## src/rtl/cache_line_server_if.sv

```systemverilog
// Memory-side command/response port of cache_line_server.
//
// Carries an in-order halfword command channel (valid/ready handshake with
// write flag, halfword address and write data) and the read-return channel
// (rvalid/rdata, returned in command order, never back-pressured).
//
// Modports:
//   master - the line server: drives commands, receives ready and returns.
//   slave  - the SDRAM/SRAM backend: accepts commands, drives returns.
`timescale 1ns/1ps
interface cache_line_server_if #(
  parameter int ADDR = 21
);
  logic            mem_cmd_valid;
  logic            mem_cmd_ready;
  logic            mem_cmd_we;
  logic [ADDR-2:0] mem_cmd_addr;
  logic [15:0]     mem_cmd_wdata;
  logic            mem_rvalid;
  logic [15:0]     mem_rdata;

  modport master (
    output mem_cmd_valid,
    output mem_cmd_we,
    output mem_cmd_addr,
    output mem_cmd_wdata,
    input  mem_cmd_ready,
    input  mem_rvalid,
    input  mem_rdata
  );

  modport slave (
    input  mem_cmd_valid,
    input  mem_cmd_we,
    input  mem_cmd_addr,
    input  mem_cmd_wdata,
    output mem_cmd_ready,
    output mem_rvalid,
    output mem_rdata
  );
endinterface

```

## src/rtl/cache_line_server.sv

```systemverilog
// cache_line_server: memory-side responder for the cache controller's
// line-transfer interface. Each level request moves exactly one line of
// 2^(LINE-1) halfwords between the cache and an in-order memory port.
//
//   fill       (ddr_rd): read commands {base,k}, each return is registered
//                        onto ddr_din and strobed with cache_write_data.
//   write-back (ddr_wr): cache_read_data strobes pull halfwords out of the
//                        cache; they arrive RD_LAT clocks later on ddr_dout,
//                        are staged in a small FIFO and issued as writes.
//
// Ports:
//   clk, rst_n        memory clock, synchronous active-low reset
//   ddr_rd, ddr_wr    fill / write-back requests (level, sampled in IDLE)
//   hiaddr            line address, latched as base at burst start
//   ddr_dout          halfword read from the cache
//   ddr_din           halfword written into the cache
//   cache_write_data  cache captures ddr_din this edge
//   cache_read_data   cache presents the next halfword
//   mem               memory command/return port (master side)
//   busy              high whenever the FSM is not IDLE
`timescale 1ns/1ps
module cache_line_server #(
  parameter int ADDR       = 21,
  parameter int LINE       = 6,
  parameter int FIFO_DEPTH = 4,
  parameter int RD_LAT     = 2
) (
  input  logic                 clk,
  input  logic                 rst_n,
  input  logic                 ddr_rd,
  input  logic                 ddr_wr,
  input  logic [ADDR-LINE-1:0] hiaddr,
  input  logic [15:0]          ddr_dout,
  output logic [15:0]          ddr_din,
  output logic                 cache_write_data,
  output logic                 cache_read_data,
  cache_line_server_if.master  mem,
  output logic                 busy
);

  localparam int WORDS = 1 << (LINE - 1);
  localparam int KW    = LINE - 1;
  localparam int CW    = LINE;
  localparam int PW    = (FIFO_DEPTH > 1) ? $clog2(FIFO_DEPTH) : 1;
  localparam int OW    = PW + 1;

  typedef enum logic [1:0] {IDLE, WB, FILL, GAP} state_t;

  state_t               state;
  logic [ADDR-LINE-1:0] base;
  logic [CW-1:0]        cmd_cnt;    // commands accepted in this burst
  logic [CW-1:0]        strb_cnt;   // cache strobes issued in this burst
  logic [15:0]          fifo_mem [FIFO_DEPTH];
  logic [PW-1:0]        wr_ptr;
  logic [PW-1:0]        rd_ptr;
  logic [OW-1:0]        occ;
  logic [RD_LAT-1:0]    vld_p;      // bit i: a read strobe issued i+1 clocks ago

  logic                 cmd_fire;
  logic                 push;
  logic                 pop;
  logic [OW-1:0]        occ_nxt;
  logic [RD_LAT-1:0]    vld_p_nxt;
  logic [CW-1:0]        strb_cnt_nxt;
  logic                 credit_nxt;

  function automatic logic [7:0] ones(input logic [RD_LAT-1:0] v);
    logic [7:0] n;
    n = '0;
    for (int i = 0; i < RD_LAT; i++) n = n + 8'(v[i]);
    return n;
  endfunction

  // Memory command port: fill reads walk cmd_cnt, write-backs drain the FIFO.
  // Valid depends only on registered state, so it cannot drop before the
  // handshake, and addr/data only move when cmd_cnt/rd_ptr move on a fire.
  assign mem.mem_cmd_valid = ((state == FILL) && (cmd_cnt < CW'(WORDS))) ||
                             ((state == WB) && (occ != '0));
  assign mem.mem_cmd_we    = (state == WB) && (occ != '0);
  assign mem.mem_cmd_addr  = mem.mem_cmd_valid ? {base, cmd_cnt[KW-1:0]} : '0;
  assign mem.mem_cmd_wdata = mem.mem_cmd_we ? fifo_mem[rd_ptr] : '0;
  assign busy              = (state != IDLE);

  // Next-cycle write-back bookkeeping. The strobe register is loaded from
  // post-update occupancy and pipe contents, so a strobe in a cycle is backed
  // by a credit counted against that cycle's own occupancy; a pop made this
  // cycle frees its slot for the next one.
  always_comb begin
    cmd_fire     = mem.mem_cmd_valid & mem.mem_cmd_ready;
    push         = (state == WB) & vld_p[RD_LAT-1];
    pop          = (state == WB) & cmd_fire;
    occ_nxt      = occ + OW'(push) - OW'(pop);
    vld_p_nxt    = (vld_p << 1) | RD_LAT'(cache_read_data);
    strb_cnt_nxt = strb_cnt + CW'(cache_read_data);
    credit_nxt   = (strb_cnt_nxt < CW'(WORDS)) &&
                   ((8'(occ_nxt) + ones(vld_p_nxt)) < 8'(FIFO_DEPTH));
  end

  // Stage: FIFO storage, written when a halfword leaves the latency pipe.
  always_ff @(posedge clk) begin
    if (push) fifo_mem[wr_ptr] <= ddr_dout;
  end

  // Stage: control FSM with registered strobes and fill return data.
  always_ff @(posedge clk) begin
    if (!rst_n) begin
      state            <= IDLE;
      base             <= '0;
      cmd_cnt          <= '0;
      strb_cnt         <= '0;
      wr_ptr           <= '0;
      rd_ptr           <= '0;
      occ              <= '0;
      vld_p            <= '0;
      ddr_din          <= '0;
      cache_write_data <= 1'b0;
      cache_read_data  <= 1'b0;
    end else begin
      cache_write_data <= 1'b0;
      cache_read_data  <= 1'b0;
      case (state)
        IDLE: begin
          if (ddr_wr) begin
            base            <= hiaddr;
            state           <= WB;
            // Empty FIFO and pipe: the first halfword can be requested at once.
            cache_read_data <= 1'b1;
          end else if (ddr_rd) begin
            base  <= hiaddr;
            state <= FILL;
          end
        end

        FILL: begin
          if (cmd_fire) cmd_cnt <= cmd_cnt + CW'(1);
          // One cache strobe per return, capped at a line so the controller's
          // counter wraps exactly once.
          if (mem.mem_rvalid && (strb_cnt < CW'(WORDS))) begin
            ddr_din          <= mem.mem_rdata;
            cache_write_data <= 1'b1;
            strb_cnt         <= strb_cnt + CW'(1);
          end
          // strb_cnt reaches WORDS together with the last strobe; leave once
          // that strobe has been presented.
          if (strb_cnt == CW'(WORDS)) state <= GAP;
        end

        WB: begin
          cache_read_data <= credit_nxt;
          strb_cnt        <= strb_cnt_nxt;
          vld_p           <= vld_p_nxt;
          occ             <= occ_nxt;
          if (push) wr_ptr <= wr_ptr + PW'(1);
          if (pop) begin
            rd_ptr  <= rd_ptr + PW'(1);
            cmd_cnt <= cmd_cnt + CW'(1);
            if (cmd_cnt == CW'(WORDS - 1)) state <= GAP;
          end
        end

        GAP: begin
          // Quiet cycle so IDLE sees fresh request lines and hiaddr.
          cmd_cnt  <= '0;
          strb_cnt <= '0;
          wr_ptr   <= '0;
          rd_ptr   <= '0;
          occ      <= '0;
          vld_p    <= '0;
          state    <= IDLE;
        end

        default: state <= IDLE;
      endcase
    end
  end

endmodule

```

## src/flat_wrapper.sv

```systemverilog
// flat-port wrapper written by rule: the top's interface ports become plain ports
module cache_line_server_flat 
#(
  parameter int ADDR       = 21,
  parameter int LINE       = 6,
  parameter int FIFO_DEPTH = 4,
  parameter int RD_LAT     = 2
)
  (clk, rst_n, ddr_rd, ddr_wr, hiaddr, ddr_dout, ddr_din, cache_write_data, cache_read_data, busy, mem_mem_cmd_valid, mem_mem_cmd_we, mem_mem_cmd_addr, mem_mem_cmd_wdata, mem_mem_cmd_ready, mem_mem_rvalid, mem_mem_rdata);
  cache_line_server_if #(.ADDR(ADDR)) mem_i ();
  input  logic clk;
  input  logic rst_n;
  input  logic ddr_rd;
  input  logic ddr_wr;
  input  logic [ADDR-LINE-1:0] hiaddr;
  input  logic [15:0] ddr_dout;
  output logic [15:0] ddr_din;
  output logic cache_write_data;
  output logic cache_read_data;
  output logic busy;
  output wire logic [$bits(mem_i.mem_cmd_valid)-1:0] mem_mem_cmd_valid;
  output wire logic [$bits(mem_i.mem_cmd_we)-1:0] mem_mem_cmd_we;
  output wire logic [$bits(mem_i.mem_cmd_addr)-1:0] mem_mem_cmd_addr;
  output wire logic [$bits(mem_i.mem_cmd_wdata)-1:0] mem_mem_cmd_wdata;
  input wire logic [$bits(mem_i.mem_cmd_ready)-1:0] mem_mem_cmd_ready;
  input wire logic [$bits(mem_i.mem_rvalid)-1:0] mem_mem_rvalid;
  input wire logic [$bits(mem_i.mem_rdata)-1:0] mem_mem_rdata;
  assign mem_mem_cmd_valid = mem_i.mem_cmd_valid;
  assign mem_mem_cmd_we = mem_i.mem_cmd_we;
  assign mem_mem_cmd_addr = mem_i.mem_cmd_addr;
  assign mem_mem_cmd_wdata = mem_i.mem_cmd_wdata;
  assign mem_i.mem_cmd_ready = mem_mem_cmd_ready;
  assign mem_i.mem_rvalid = mem_mem_rvalid;
  assign mem_i.mem_rdata = mem_mem_rdata;
  cache_line_server #(.ADDR(ADDR), .LINE(LINE), .FIFO_DEPTH(FIFO_DEPTH), .RD_LAT(RD_LAT)) u_core (.clk(clk), .rst_n(rst_n), .ddr_rd(ddr_rd), .ddr_wr(ddr_wr), .hiaddr(hiaddr), .ddr_dout(ddr_dout), .ddr_din(ddr_din), .cache_write_data(cache_write_data), .cache_read_data(cache_read_data), .mem(mem_i), .busy(busy));
endmodule
```

## config.mk

```make
export PLATFORM = sky130hd
export DESIGN_NAME = cache_line_server_flat
export DESIGN_NICKNAME = d
export VERILOG_FILES = /design/src/rtl/cache_line_server_if.sv /design/src/rtl/cache_line_server.sv /design/src/flat_wrapper.sv
export SDC_FILE = /design/constraint.sdc
export NUM_CORES = 1
export LEC_CHECK = 0
export BUFFER_PORTS_ARGS = -buffer_cell sky130_fd_sc_hd__buf_4
export CORE_MARGIN = 4
export CORE_UTILIZATION = 59
export DETAILED_ROUTE_END_ITERATION = 12
export PLACE_DENSITY_LB_ADDON = 0.3
export SYNTH_ARGS = -nofsm -noshare
export SYNTH_HDL_FRONTEND = slang
export SYNTH_SLANG_ARGS = --single-unit
```

## constraint.sdc

```tcl
create_clock -name clk -period 6 [get_ports clk]
set_input_delay 0.6 -clock clk [delete_from_list [all_inputs] [get_ports clk]]
set_output_delay 0.6 -clock clk [all_outputs]
set_load 0.01 [all_outputs]
```

Word-level counts from Yosys, hierarchy flattened
Memory sizes are Yosys's and may differ from the RTL's. A register that Yosys moved wholly into a read port is not among the register bits.
Cells that the tools add are included.
Widths: inputs -> output; s select.
{"block": "totals", "regBits": 56, "latch_bits": 0, "mem_bits_rw": 64, "romBits": 0, "inputBits": 53, "out_inout_bits": 57, "elab_cells": 88, "memories": 1}
{"name": "u_core.fifo_mem", "words": 4, "width": 16, "read_ports": 1, "rd_ports_with_merged_regs": 1, "wr": 1, "line": "cache_line_server.sv:53", "rtl": "logic [15:0] fifo_mem [FIFO_DEPTH];"}
{"block": "classes", "add_sub_neg": 9, "mul": 0, "n_div": 0, "magnitude_cmp": 4, "n_eq_ne": 12, "shift": 0, "mux": 28, "bitwise": 4, "reduce_logical": 19}
{"operator": "$pmux 6 s3", "count": 2}
{"operator": "$mux 15", "count": 2}
{"operator": "$mux 20", "count": 1}
{"operator": "$lt 6x6->1 const B", "count": 3}
{"operator": "$mux 2", "count": 9}
{"operator": "$mux 6", "count": 3}
{"operator": "$mux 16", "count": 1}
{"operator": "$add 6x1->6 const B", "count": 2}
{"operator": "$pmux 2 s2", "count": 3}
{"operator": "$reduce_and 2->1", "count": 6}
{"operator": "$add 3x8->8", "count": 1}
{"operator": "$lt 8x3->1 const B", "count": 1}
{"operator": "$pmux 2 s4", "count": 1}
{"operator": "$add 6x1->6", "count": 1}
{"operator": "$eq 6x5->1 const B", "count": 1}
{"operator": "$eq 6x6->1 const B", "count": 1}
{"operator": "$ne 2x1->1 const B", "count": 3}
{"operator": "$ne 2x2->1 const B", "count": 3}
{"operator": "$pmux 3 s2", "count": 1}
{"operator": "$reduce_bool 2->1", "count": 3}
{"operator": "$reduce_bool 3->1", "count": 2}
{"operator": "$add 2x1->2 const B", "count": 2}
{"operator": "$eq 2x2->1 const B", "count": 2}
{"operator": "$logic_and 1x1->1", "count": 4}
{"operator": "other kinds (13)", "count": 18}

Logic depth before layout (Yosys ltp)
Gate-level depths: netlist (run 1).
{"block": "depth", "ltp_word": 10, "ltp_mapped": 15, "mapped_depth_nobuf": 14}

Least setup slack after synthesis (run 1)
OpenSTA, ideal clock, no wires.
{"block": "synth_timing", "path_type": "register to register", "from": "register u_core.state[1]", "to": "register u_core.cache_read_data", "setup_time_ns": 0.076, "arrival_time_ns": 2.969, "required_ns": 5.924, "setup_slack_ns": 2.956, "path_stages_with_launch": 16, "path_buffers": 1, "period_less_slack_ns": 3.044, "path_cell_list": "dfxtp_1 -> inv_1 -> ha_1 -> buf_4 -> o31ai_4 -> inv_2 -> o21ai_4 -> nor2_1 -> ha_1 -> inv_1 -> ha_1 -> fa_1 -> ha_1 -> a311oi_1 -> nand4_1 -> a21boi_0"}
{"block": "synth_via", "elab_chain_cells": 10, "elab_cells_between_ends": 15, "cone_classes": "add/sub: 3; order compare: 1; eq/ne: 2; mux: 1; bitwise: 3; reduce/logical: 5"}
{"item": "from (decl)", "line": "cache_line_server.sv:49", "rtl": "state_t state;"}
{"item": "from (signal assigned)", "line": "cache_line_server.sv:107", "rtl": "state <= IDLE;"}
{"item": "from (signal assigned)", "line": "cache_line_server.sv:125", "rtl": "state <= WB;"}
{"item": "from (signal assigned)", "line": "cache_line_server.sv:130", "rtl": "state <= FILL;"}
{"item": "branches (longest 9 deep; another with $add 3x8->8)"}
{"item": "$pmux 1 s2 (*)", "line": "cache_line_server.sv:121", "rtl": "case (state)"}
{"item": "to (signal assigned)", "line": "cache_line_server.sv:149", "rtl": "cache_read_data <= credit_nxt;"}
{"item": "to (decl)", "line": "cache_line_server.sv:36", "rtl": "output logic cache_read_data,"}
Mark *: on every way between the ends.
A chain may end at the register's enable or synchronous reset.

Final worst setup path (run 1)
Same ends and word-level chain as after synthesis.

==> summary.md, run 1 <==
| Metric | Value |
|---|---|
| Status | `finished, final reports clean` |
| Final Hold Viols | `0` |
| Fill count | `560` |
| Vias per cell | `5.635` |
| Total CTS buffers | `17` |
| WS Path Type | `register to register` |
| Worst path top cell family by delay | `adder cells` |
| Mapped cell area | `0.005507 mm²` |
| Vias in the first global route | `4,068` |
| Die Ht | `104.6 µm` |
| Mean Syn Cell Area | `11.72 µm²` |
| CP max stage delay | `490 ps` |
| Max Fclk | `0.2807 GHz` |
| Grt total ovfl | `0` |
| Asr flop ratio synth | `0%` |
| Worst Skew | `6.158 ps` |
| Slew Limit Headroom | `23.90%` |
| Crit path time final | `3562 ps` |
| Die area | `0.01094 mm²` |
| Final WL | `12.01 mm` |
| Post-synth net total | `541` |
| Flop pwr share | `41.2%` |
| Reg2reg setup slack | `2440 ps` |
| Post-DP HPWL | `7.906 mm` |
| Core Region | `0.008891 mm²` |
| Synth warn | `0` |
| Fin crit share | `59.37%` |
| CTS Sinks | `122` |
| Setup repair bufs after CTS | `0` |
| RSZ-0062 raised after global routing | `no` |
| Routed Antenna Nets | `0` |
| WP buf/inv | `4` |
| Hold Crit Class | `primary input to register` |
| Largest net degree at the start of global routing | `60` |
| PortBufs | `109` |
| Leakage | `2.708 nW` |
| Iter 0 DRT Violations | `196` |
| I/O Pins | `110` |
| H-tree depth | `4` |
| FF/Latch Area | `0.003083 mm²` |
| CP startpoint kind | `register` |
| Worst-skew pair later-pin latency | `510 ps` |
| Crit-path max FO | `28` |
| Layout cells sized above 1 | `28.55%` |
| Antenna violations before repair | `0` |
| CTS root buffer | `clkbuf_8` |
| Distinct cell type count after synthesis | `59` |
| Worst-margin pin slew | `1134 ps` |
| Critical Path RT | `6430 ps` |
| Most used cell, CP | `ha_1` |
| P_int | `1.654 mW` |
| Post-synthesis sequential area ratio | `55.99%` |
| Area of the multi-input gates | `0.002227 mm²` |
| Clock tree buffer depth | `2` |
| PostCTS Resize Cnt | `0` |
| Total GRT Usage | `22.81%` |
| Via count | `3,905` |
| Routed WL per cell | `17.33 µm` |
| Slowest CP cell | `fa_1` |
| Area grow syn2layout | `24.72%` |
| Worst EP arrival | `4000 ps` |
| Final #Nets | `644` |
| Critical Path, Cell by Cell | `inv_1, ha_1, buf_4, o31ai_4, inv_2, o21ai_4, nor2_1, ha_1, inv_1, ha_1, fa_1, ha_1, a311oi_1, nand4_1, a21boi_0` |
| VDD IR max | `0.2850 mV` |
| Predominant post-synthesis flop cell | `edfxtp_1` |
| Quantity of hold-fixing buffers added after cts | `0` |
| Pwr dens | `341.7 mW/mm²` |
| Sw Share | `29.53%` |
| Clock power share | `39.1%` |
| # diodes | `0` |
| Most common cell after layout, fill and taps aside | `buf_4` |
| Most frequent cells in the layout | `110 x buf_4, 89 x nand2_1, 64 x edfxtp_1` |
| Final setup viols | `0` |
| Drt drc | `0` |
| Final Non-Filler Cells | `693` |
| Post-synth EDFFs | `64` |
| CP Capture Type | `register` |
| Placed cells | `662` |
| Row cnt | `34` |
| First-pass GRT wire length | `19.99 mm` |
| Syn Inst Count | `470` |
| Seq cells post-synth | `122` |
| First-pass DRT Iterations | `4` |
| NetSw | `693.1 µW` |
| DP Area | `0.006330 mm²` |
| Starting Density | `61.93%` |
| Die width | `104.6 µm` |
| Setup TNS | `0 ps` |
| Logic pwr share | `19.7%` |
| Pins Over Slew Limit | `0` |
| Clock transition at path regs | `60 ps` |
| Final instance area | `0.006868 mm²` |
| Max-cap violations | `0` |
| CTS tree | `built` |
| Routability Congestion | `0.8637` |
layout make-up:
type | count | area share [%]
Multi-Input combinational cell | 307 | 32.43
Clock inverter | 14 | 1.804
Tap cell | 108 | 1.968
Inverter | 15 | 0.8563
Clock buffer | 17 | 6.030
Sequential cell | 122 | 44.89
Timing Repair Buffer | 110 | 12.02
sequential cells by signal (all words and copies together), names as in the netlist, 3 cells and up, named ones only:
signal / count
u_core.strb_cnt: 6
u_core.occ: 3
u_core.base: 15
u_core.ddr_din: 16
u_core.fifo_mem: 64
u_core.cmd_cnt: 6
power by group through the flow:
stage | clock network [mW] | logic [mW] | registers [mW]
finish | 0.919 | 0.462 | 0.966
CTS | 0.930 | 0.463 | 0.966
floorplan | 0 | 0.317 | 0.978
detailed placement | 0 | 0.456 | 0.983
global route | 0.974 | 0.517 | 0.973
global placement | 0 | 0.444 | 0.979
kinds of logic (layout without fill, tap and decap cells):
| group | after synthesis | count (layout) | synth area share, % |
|---|---|---|---|
| DFF | 122 | 122 | 55.99 |
| and+or+nand+nor | 182 | 182 | 16.45 |
| muxes | 26 | 26 | 8.362 |
| adders and majority gates | 18 | 18 | 4.226 |
| buffers and inverters | 41 | 156 | 3.567 |
| xor gates and xnor gates | 3 | 3 | 0.4773 |
| AOI/OAI and AO/OA | 78 | 78 | 10.93 |
stage by stage:
stage | setup WS [ps] | total power, mW | hold WS (ps) | util, %
5_1_grt | 2198 | 2.464 | 265.9 | 77.24
3_5_place_dp | 2480 | 1.439 | 455.1 | 71.19
6_report | 2438 | 2.347 | 286.4 | 77.24
2_1_floorplan | 2956 | 1.295 | 438.8 | -
3_3_place_gp | 2669 | 1.423 | 446.8 | 71.19
4_1_cts | 2450 | 2.359 | 268.1 | 77.24
cell usage after synthesis, types with 2 or more instances:
cell,instances,share of area (%)
o211a_1,4,0.73
o21ai_0,9,0.82
nand3_2,2,0.36
inv_1,13,0.89
nor2b_1,5,0.57
clkbuf_1,9,0.61
and2_1,37,4.2
xnor2_1,2,0.32
dfxtp_1,58,21
mux2i_1,10,1.8
nand3_1,8,0.73
nor4_1,2,0.23
nand4b_1,4,0.64
a21boi_0,34,4.6
nand2b_1,3,0.34
o21ai_1,2,0.18
nor2_1,10,0.68
and3_1,4,0.45
a21o_1,2,0.27
mux4_2,16,6.5
a22oi_1,2,0.27
ha_1,17,3.9
buf_2,12,1.1
edfxtp_1,64,35
buf_4,2,0.27
nor3_1,3,0.27
nand2_1,89,6.1
nand4_1,7,0.80
a21oi_1,9,0.82
or3_1,2,0.23
worst paths after layout:
check,depth (start not counted),end,from
min reg2reg,2,u_core.base[4],u_core.base[4]
max,15,u_core.cache_read_data,u_core.state[1]
min,1,u_core.fifo_mem[0][4],ddr_dout[4]
max reg2reg,15,u_core.cache_read_data,u_core.state[1]
metal layers:
metal / wire length [µm] / global-route usage, %
met3: 864 / 8.076
met2: 6217 / 38.84
met5: 0 / 0
met1: 4764 / 27.25
met4: 161 / 7.310
Power figures use the tool's default switching activity.
==> run 2, diff against run 1 <==
- ABC_AREA: not set -> 1
- CORE_UTILIZATION: 59 -> 55
- clock period: 6 -> 3.7 ns (I/O delays scaled with it)
==> run 2 against run 1 <==
Against the previous run: register-to-register slack worse by 1800 ps; critical path depth is 1 higher; clock power is 78% higher; wire length is 1.3% higher; final cell count is 23% higher; flip-flop and latch count stayed put; synthesized cell count is 29% higher; sequential power is 72% higher; clock skew is 2.7 ps higher; largest cell class unchanged; total power is 89% higher; via count is 15% higher; non-clock buffer count is 5 higher.
==> summary.md, run 2 <==
| Metric | Value |
|---|---|
| Leakage | `2.908 nW` |
| Final #Nets | `783` |
| CTS Sinks | `122` |
| Largest reg by FF count | `u_core.fifo_mem` |
| Worst-skew pair later-pin latency | `520 ps` |
| Vias per cell | `5.242` |
| Max reg flops | `64` |
| Area grow syn2layout | `27.59%` |
| Layout cells sized above 1 | `21.79%` |
| First-pass DRT Iterations | `5` |
| Pins Over Slew Limit | `0` |
| Post-synth net total | `676` |
| Final WL | `12.16 mm` |
| CP Capture Type | `register` |
| Regs by FF count | `u_core.fifo_mem: 64 flops, u_core.ddr_din: 16 flops, u_core.base: 15 flops` |
| Critical Path RT | `4130 ps` |
| Largest net degree at the start of global routing | `40` |
| Most used cell, CP | `ha_1` |
| I/O Pins | `110` |
| CTS tree | `built` |
| Critical Path, Cell by Cell | `inv_1, ha_1, nand2_4, nand2_4, nand3_1, inv_1, ha_1, inv_1, ha_1, fa_1, ha_1, nand3_1, nand2_1, nor2_1, nand2_1, a21oi_1` |
| VDD IR max | `0.6129 mV` |
| Predominant post-synthesis flop cell | `edfxtp_1` |
| Worst reg2reg path startpoint | `u_core.state[1]` |
| CTS root buffer | `clkbuf_8` |
| Hold Crit Class | `primary input to register` |
| # diodes | `0` |
| Clock tree buffer depth | `2` |
| Syn Inst Count | `605` |
| CP startpoint kind | `register` |
| Max Fclk | `0.3243 GHz` |
| CP max stage delay | `480 ps` |
| Distinct cell type count after synthesis | `31` |
| Setup TNS | `0 ps` |
| Post-synth top cells | `144 x nor2_1, 74 x o21ai_0, 64 x edfxtp_1, 58 x dfxtp_1, 58 x inv_1` |
| Drt drc | `0` |
| Fin crit share | `83.33%` |
| Most frequent cells in the layout | `144 x nor2_1, 115 x buf_4, 74 x o21ai_0` |
| Routed WL per cell | `14.24 µm` |
| H-tree depth | `4` |
| PortBufs | `109` |
| Max-cap violations | `0` |
| Hold path start | `ddr_dout[12]` |
| Clock transition at path regs | `60 ps` |
| Share of the synthesized area in the top cell type | `35.65%` |
| Core Region | `0.009371 mm²` |
| First-pass GRT wire length | `19.82 mm` |
| Total GRT Usage | `21.77%` |
| Post-synth EDFFs | `64` |
| Seq cells post-synth | `122` |
| Post-DP HPWL | `7.903 mm` |
| Die area | `0.01145 mm²` |
| Status | `finished, final reports clean` |
| Count leader, synth | `nor2_1` |
| Die Ht | `107.0 µm` |
| Most common cell after layout, fill and taps aside | `nor2_1` |
| Asr flop ratio synth | `0%` |
| Vias in the first global route | `4,383` |
| Quantity of hold-fixing buffers added after cts | `0` |
| Fin util | `73.40%` |
| Routability Congestion | `0.8108` |
| Pwr dens | `643.6 mW/mm²` |
| Final Hold Viols | `0` |
| Mean Syn Cell Area | `8.911 µm²` |
| Die width | `107.0 µm` |
| Worst path top cell family by delay | `adder cells` |
| Worst-margin pin slew | `845.5 ps` |
| Row cnt | `35` |
| Crit-path max FO | `18` |
| Starting Density | `57.53%` |
| Post-synthesis sequential area ratio | `57.18%` |
| Synth area leader | `edfxtp_1` |
| Slowest CP cell | `fa_1` |
| Crit path time final | `3083 ps` |
| WS Path Type | `register to register` |
| WP buf/inv | `3` |
| Worst Setup SP | `u_core.state[1]` |
| Total CTS buffers | `17` |
| Setup repair bufs after CTS | `0` |
| Worst EP arrival | `3510 ps` |
| Synth area leaders | `edfxtp_1 36%, dfxtp_1 22%, nor2_1 10%` |
| Antenna violations before repair | `0` |
| Synth warn | `0` |
| Slew Limit Headroom | `43.57%` |
| PostCTS Resize Cnt | `0` |
| Final setup viols | `0` |
| Worst Skew | `8.832 ps` |
| RSZ-0062 raised after global routing | `no` |
| Via count | `4,477` |
| Grt total ovfl | `0` |
| Final Power | `4.428 mW` |
| Mapped cell area | `0.005391 mm²` |
| Iter 0 DRT Violations | `320` |
| Routed Antenna Nets | `0` |
run 2: kinds of logic (layout without fill, tap and decap cells):
| kind of cell | count (synthesis) | count (layout) | synth area share (%) |
|---|---|---|---|
| AO/OA/AOI/OAI | 135 | 135 | 12.76 |
| adder cells (fa/ha/maj) | 18 | 18 | 4.316 |
| AND/OR/NAND/NOR | 239 | 239 | 18.70 |
| XOR/XNOR | 3 | 3 | 0.4874 |
| flip-flops | 122 | 122 | 57.18 |
| buffers and inverters | 88 | 208 | 6.544 |
run 2: final cells by class:
| type | instances | area [µm²] |
|---|---|---|
| clock inverters | 14 | 168.9 |
| repair buffers | 115 | 863.3 |
| fillers | 674 | 2492 |
| well taps | 129 | 161.4 |
| inverters | 61 | 229.0 |
| multi-input cells | 395 | 1956 |
| flip-flops and latches | 122 | 3083 |
| clock buffers | 18 | 417.9 |
run 2: path summary, 6_finish.rpt:
path	cells after the start	slack (ps)	end
worst max-delay path	16	620	u_core.cache_read_data
worst min-delay path	1	60	u_core.fifo_mem[2][12]
worst max register to register	16	620	u_core.cache_read_data
worst min register to register	2	450	u_core.base[9]
run 2: report_power, final:
group	leakage [nW]	internal, mW	total, mW	switching, mW
clock	0.288	1.03	1.64	0.606
sequential	1.05	1.57	1.66	0.0952
combinational	1.57	0.408	1.13	0.722
total	2.91	3.00	4.43	1.42
run 2: layer usage:
metal	vias to the layer above	GRT usage (%)	share of wire, %
li1	2216	-	-
met2	171	37.54	50
met3	24	6.020	7.1
met4	0	7.945	1.8
met1	2066	26.02	41
met5	-	0	0
run 2: metrics by stage:
step / area (µm²) / setup slack, ps / hold slack (ps) / cells
floorplan: 5391 / 1012 / 430.0 / 605
global route: 6879 / 343.9 / 40.09 / 854
CTS: 6879 / 610.6 / 32.46 / 854
global placement: 6292 / 806.5 / 439.0 / 822
finish: 6879 / 616.7 / 55.39 / 854
detailed placement: 6292 / 682.1 / 442.1 / 822
